[config.mk]
export PLATFORM = sky130hd
export DESIGN_NAME = sa_result_fifo
export DESIGN_NICKNAME = d
export VERILOG_FILES = /design/src/rtl/sa_result_fifo.sv
export SDC_FILE = /design/constraint.sdc
export NUM_CORES = 1
export LEC_CHECK = 0
export BUFFER_PORTS_ARGS = -buffer_cell sky130_fd_sc_hd__clkbuf_2
export CAP_MARGIN = 20
export CORE_UTILIZATION = 50
export DETAILED_ROUTE_END_ITERATION = 8
export PLACE_DENSITY = 0.72
export SKIP_CTS_REPAIR_TIMING = 1
export SYNTH_ARGS = -nofsm -noshare
export SYNTH_HDL_FRONTEND = slang
export SYNTH_SLANG_ARGS = --single-unit
[constraint.sdc]
create_clock -name clk -period 3.3 [get_ports clk]
set_input_delay 0.165 -clock clk [delete_from_list [all_inputs] [get_ports clk]]
set_output_delay 0.165 -clock clk [all_outputs]
set_load 0.1 [all_outputs]
[src/rtl/sa_result_fifo.sv]
// First-word-fall-through result FIFO that buffers systolic-array output words.
// Upstream cannot be stalled, so a word that arrives while the FIFO is full is dropped and flagged.
module sa_result_fifo #(
    parameter int OUTWIDTH = 8,
    parameter int DEPTH    = 4
) (
    input  logic                       clk,
    input  logic                       rst_n,
    input  logic [OUTWIDTH-1:0]        in_data,
    input  logic                       in_valid,
    output logic [OUTWIDTH-1:0]        out_data,
    output logic                       out_valid,
    input  logic                       out_ready,
    output logic [$clog2(DEPTH):0]     level,
    output logic                       overflow,
    input  logic                       clr_ovf
);

    localparam int AW = $clog2(DEPTH);
    localparam int LW = AW + 1;
    localparam logic [LW-1:0] FULL_LEVEL = LW'(DEPTH);

    logic [OUTWIDTH-1:0] mem_q [DEPTH];
    logic [AW-1:0]       wr_ptr_q, wr_ptr_d;
    logic [AW-1:0]       rd_ptr_q, rd_ptr_d;
    logic [LW-1:0]       level_q, level_d;
    logic                ovf_q, ovf_d;

    logic full;
    logic push;
    logic pop;
    logic drop;

    assign full = (level_q == FULL_LEVEL);
    assign pop  = out_valid && out_ready;
    // A full FIFO can still take a word in the same cycle its head leaves.
    assign push = in_valid && (!full || pop);
    assign drop = in_valid && !push;

    always_comb begin
        wr_ptr_d = wr_ptr_q;
        rd_ptr_d = rd_ptr_q;
        level_d  = level_q;
        ovf_d    = ovf_q;

        if (push) begin
            wr_ptr_d = wr_ptr_q + AW'(1);
        end
        if (pop) begin
            rd_ptr_d = rd_ptr_q + AW'(1);
        end

        case ({push, pop})
            2'b10:   level_d = level_q + LW'(1);
            2'b01:   level_d = level_q - LW'(1);
            default: level_d = level_q;
        endcase

        // Setting the flag takes precedence over clearing it.
        if (drop) begin
            ovf_d = 1'b1;
        end else if (clr_ovf) begin
            ovf_d = 1'b0;
        end
    end

    always_ff @(posedge clk) begin
        if (!rst_n) begin
            wr_ptr_q <= '0;
            rd_ptr_q <= '0;
            level_q  <= '0;
            ovf_q    <= 1'b0;
        end else begin
            wr_ptr_q <= wr_ptr_d;
            rd_ptr_q <= rd_ptr_d;
            level_q  <= level_d;
            ovf_q    <= ovf_d;
        end
    end

    always_ff @(posedge clk) begin
        if (!rst_n) begin
            for (int i = 0; i < DEPTH; i++) begin
                mem_q[i] <= '0;
            end
        end else if (push) begin
            mem_q[wr_ptr_q] <= in_data;
        end
    end

    // Storage is read combinationally so the head word is visible without an extra stage.
    assign out_data  = mem_q[rd_ptr_q];
    assign out_valid = (level_q != '0);
    assign level     = level_q;
    assign overflow  = ovf_q;

endmodule

==> impl_metrics.csv <==
group,metric,value,unit
min_path,hold_start,"clr_ovf",
placement,numPortBuffers,25,
outcome,status,"completed",
clock_tree,cts_num_sinks,42,
cells_and_area,drive_above_1_share,0.2963,
logic_synthesis,yosysMostFrequentCell,"edfxtp_1",
logic_synthesis,syn-instance-count,132,
min_path,hold_end,"overflow$_SDFFE_PN0P_",
detailed_routing,drcViolationCount,0,
clock_tree,cts_tree,"built",
placement,place_ws,0.7586,ns
grt,overflow,0,
logic_synthesis,synth.top_cell.area_share,0.5056,
die,rows,22,
die,pin_count,26,
critical_path,path_max_fanout,10,
critical_path,reg2reg_to,"level[2]$_SDFFE_PN0P_",
detailed_routing,ant_nets,0,
cells_and_area,antennaDiodeCount,0,
placement,gp_congestion,0.7625,
pwr,clkPwrFrac,0.216,
cells_and_area,fillCellCount,282,
critical_path,worstSetupPathType,"reg2reg",
die,die_h,63.66,µm
logic_synthesis,synth_area,1901,µm²
clock_tree,max-clock-path-buffers,2,
grt,groute.layer.met1.usage,0.2354,
pwr,pwr-share-comb,0.396,
min_path,hold_depth,4,
logic_synthesis,synthDistinctLibCells,35,
detailed_routing,vias,1123,
timing,tightest_slew,0.8354,ns
grt,grt_max_degree,26,
timing,fin_ws,0.7331,ns
grt,globalRouteMet3Util,0.05616,
logic_synthesis,synth_enable_flop_cells,32,
critical_path,cp-start-kind,"flop",
logic_synthesis,synth.largest_area_cell,"edfxtp_1",
detailed_routing,firstDrtPassIters,4,
timing,setup_viol,0,
logic_synthesis,avgSynthCellArea,14.40,µm²
critical_path,rrSetupSlack,0.73,ns
timing,rsz0062_at_grt,"false",
detailed_routing,wire_per_inst,15.38,µm
logic_synthesis,syn_nets,147,
pwr,ir_drop,574.0,µV
die,fp.dieW,63.66,µm
pwr,p_sw_frac,0.4343,
logic_synthesis,synthTopCellsByCount,"edfxtp_1, and2_1, dfxtp_1",
placement,hpwl,2.313,mm
logic_synthesis,ys.flop_type,"edfxtp_1",
timing,fin_setup_tns,0,ns
pwr,pwr_density_cell,839.9,nW/µm²
grt,grt_util_all_layers,0.1897,
detailed_routing,vias_per_cell,5.348,
cells_and_area,layout.nets,176,
clock_tree,insertion_delay,0.30,ns
detailed_routing,drt-total-wl,3.230,mm
die,start_util,0.5191,
critical_path,crit_path_end_kind,"flop",
logic_synthesis,synthArstFlopShare,0,
timing,fin_worst_skew,0.002361,ns
grt,antenna_found_initial,0,
timing,slew_violations,0,
logic_synthesis,synth_area_leaders,"edfxtp_1, dfxtp_1, mux4_2",
cells_and_area,area_delta_synth_final,14.81,%
min_path,worstHoldPathType,"in2reg",
logic_synthesis,ys_seq_area_frac,0.6109,
pwr,p_leak,0.0008581,µW
critical_path,cp.required,3.52,ns
die,die_area,4052,µm²
grt,grt_first_pass_wirelength,5.540,mm
grt,grt_pass1_vias,1116,
clock_tree,cts_max_level,2,
die,core-area,3661,µm²
logic_synthesis,ys_warn_count,0,
clock_tree,numCtsBuffers,5,
pwr,power.switching,795.9,µW
run,cap_violations,0,
logic_synthesis,ys_seq_elements,42,
pwr,cellInternalPower,1037,µW
timing,finalCriticalPeriod,2.567,ns
timing,min_period_over_period,0.7778,
detailed_routing,drt_iter0_markers,30,
critical_path,r2r_start,"level[1]$_SDFFE_PN0P_",
timing,fmax,0.3896,GHz
clock_tree,root_buffer,"clkbuf_8",
pwr,p_seq_frac,0.388,
clock_tree,clkTransAtPathRegs,0.07,ns
critical_path,worstRegToRegCells,9,
grt,use_met2,0.3085,
timing,hold_viol_final,0,
grt,top_usage_layer,"met2",
timing,max_slew_margin,0.4393,
critical_path,crit_arrival,2.79,ns
==> state kept, by name, indices dropped and copies added (netlist names), named ones only <==
signal / flops
level: 3
mem_q: 32
overflow: 1
rd_ptr_q: 2
wr_ptr_q: 2
==> metal layers <==
| layer | up-vias | wire length, µm | share of wire |
|---|---|---|---|
| li1 | 547 | - | - |
| met1 | 542 | 1405 | 0.43 |
| met2 | 27 | 1615 | 0.50 |
| met3 | 7 | 144 | 0.045 |
| met4 | 0 | 65 | 0.020 |
| met5 | - | 0 | 0 |
==> worst max-delay path by stage <==
| stage | start | to | slack, ns |
|---|---|---|---|
| 2_1_floorplan | level[2]$_SDFFE_PN0P_ | level[2]$_SDFFE_PN0P_ | 0.16 |
| 3_3_place_gp | level[1]$_SDFFE_PN0P_ | level[2]$_SDFFE_PN0P_ | 0.86 |
| 3_5_place_dp | level[1]$_SDFFE_PN0P_ | level[2]$_SDFFE_PN0P_ | 0.76 |
| 4_1_cts | level[1]$_SDFFE_PN0P_ | level[2]$_SDFFE_PN0P_ | 0.73 |
| 5_1_grt | level[1]$_SDFFE_PN0P_ | level[2]$_SDFFE_PN0P_ | 0.61 |
| 6_report | level[1]$_SDFFE_PN0P_ | level[2]$_SDFFE_PN0P_ | 0.73 |
==> critical path: stages (launching register included) <==
cell and delay (ns):
dfxtp_1 0.39, or4b_4 0.59, and2_4 0.21, inv_2 0.07, ha_1 0.18, inv_1 0.06, fa_1 0.37, xor2_1 0.15
or3_1 0.29, a21boi_0 0.18
==> cells in the final DEF (no fill, tap or decap), types with 3 or more instances in the layout <==
master | synthesis | final
and2_1 | 27 | 27
and3_1 | 8 | 8
clkbuf_2 | 0 | 25
clkbuf_8 | 0 | 5
dfxtp_1 | 10 | 10
edfxtp_1 | 32 | 32
inv_1 | 3 | 3
mux4_2 | 8 | 8
nand2_1 | 4 | 4
nor2b_1 | 4 | 4
xnor2_1 | 3 | 3
==> logic make-up (layout without fill, tap and decap cells) <==
family / count (synthesis) / after routing / share of synthesized area
and+or+nand+nor: 56 / 56 / 0.1982
muxes: 8 / 8 / 0.09480
AOI/OAI and AO/OA: 11 / 11 / 0.03818
DFF: 42 / 42 / 0.6109
adders and majority gates: 2 / 2 / 0.01712
buffers and inverters: 9 / 39 / 0.02238
xor gates and xnor gates: 4 / 4 / 0.01844
==> area by class of cell <==
| type | instances | area [µm²] | share of cell area |
|---|---|---|---|
| Sequential cell | 42 | 1161 | 0.5321 |
| Multi-Input combinational cell | 81 | 696.9 | 0.3194 |
| Timing Repair Buffer | 27 | 140.1 | 0.06422 |
| Clock buffer | 5 | 68.82 | 0.03154 |
| Tap cell | 48 | 60.06 | 0.02752 |
| Clock inverter | 3 | 40.04 | 0.01835 |
| Inverter | 4 | 15.01 | 0.006881 |
==> per-stage QoR <==
stage | utilization | power [µW] | cell area (µm²) | hold slack, ns | cells
6_report | 0.5960 | 1833 | 2182 | 0.1691 | 210
5_1_grt | 0.5960 | 1917 | 2182 | 0.1918 | 210
4_1_cts | 0.5960 | 1847 | 2182 | 0.1636 | 210
3_5_place_dp | 0.5663 | 1454 | 2073 | 0.4854 | 202
3_3_place_gp | 0.5663 | 1440 | 2073 | 0.4754 | 202
2_1_floorplan | - | 1343 | 1901 | 0.3057 | 132
==> power by group through the flow <==
stage	logic, µW	clock network, µW	registers, µW
final	726	396	711
after global routing	763	429	725
after CTS	730	405	712
after detailed placement	729	0	725
after global placement	723	0	717
after floorplan	554	0	790
Note: power is estimated with default switching activity, not from simulation.
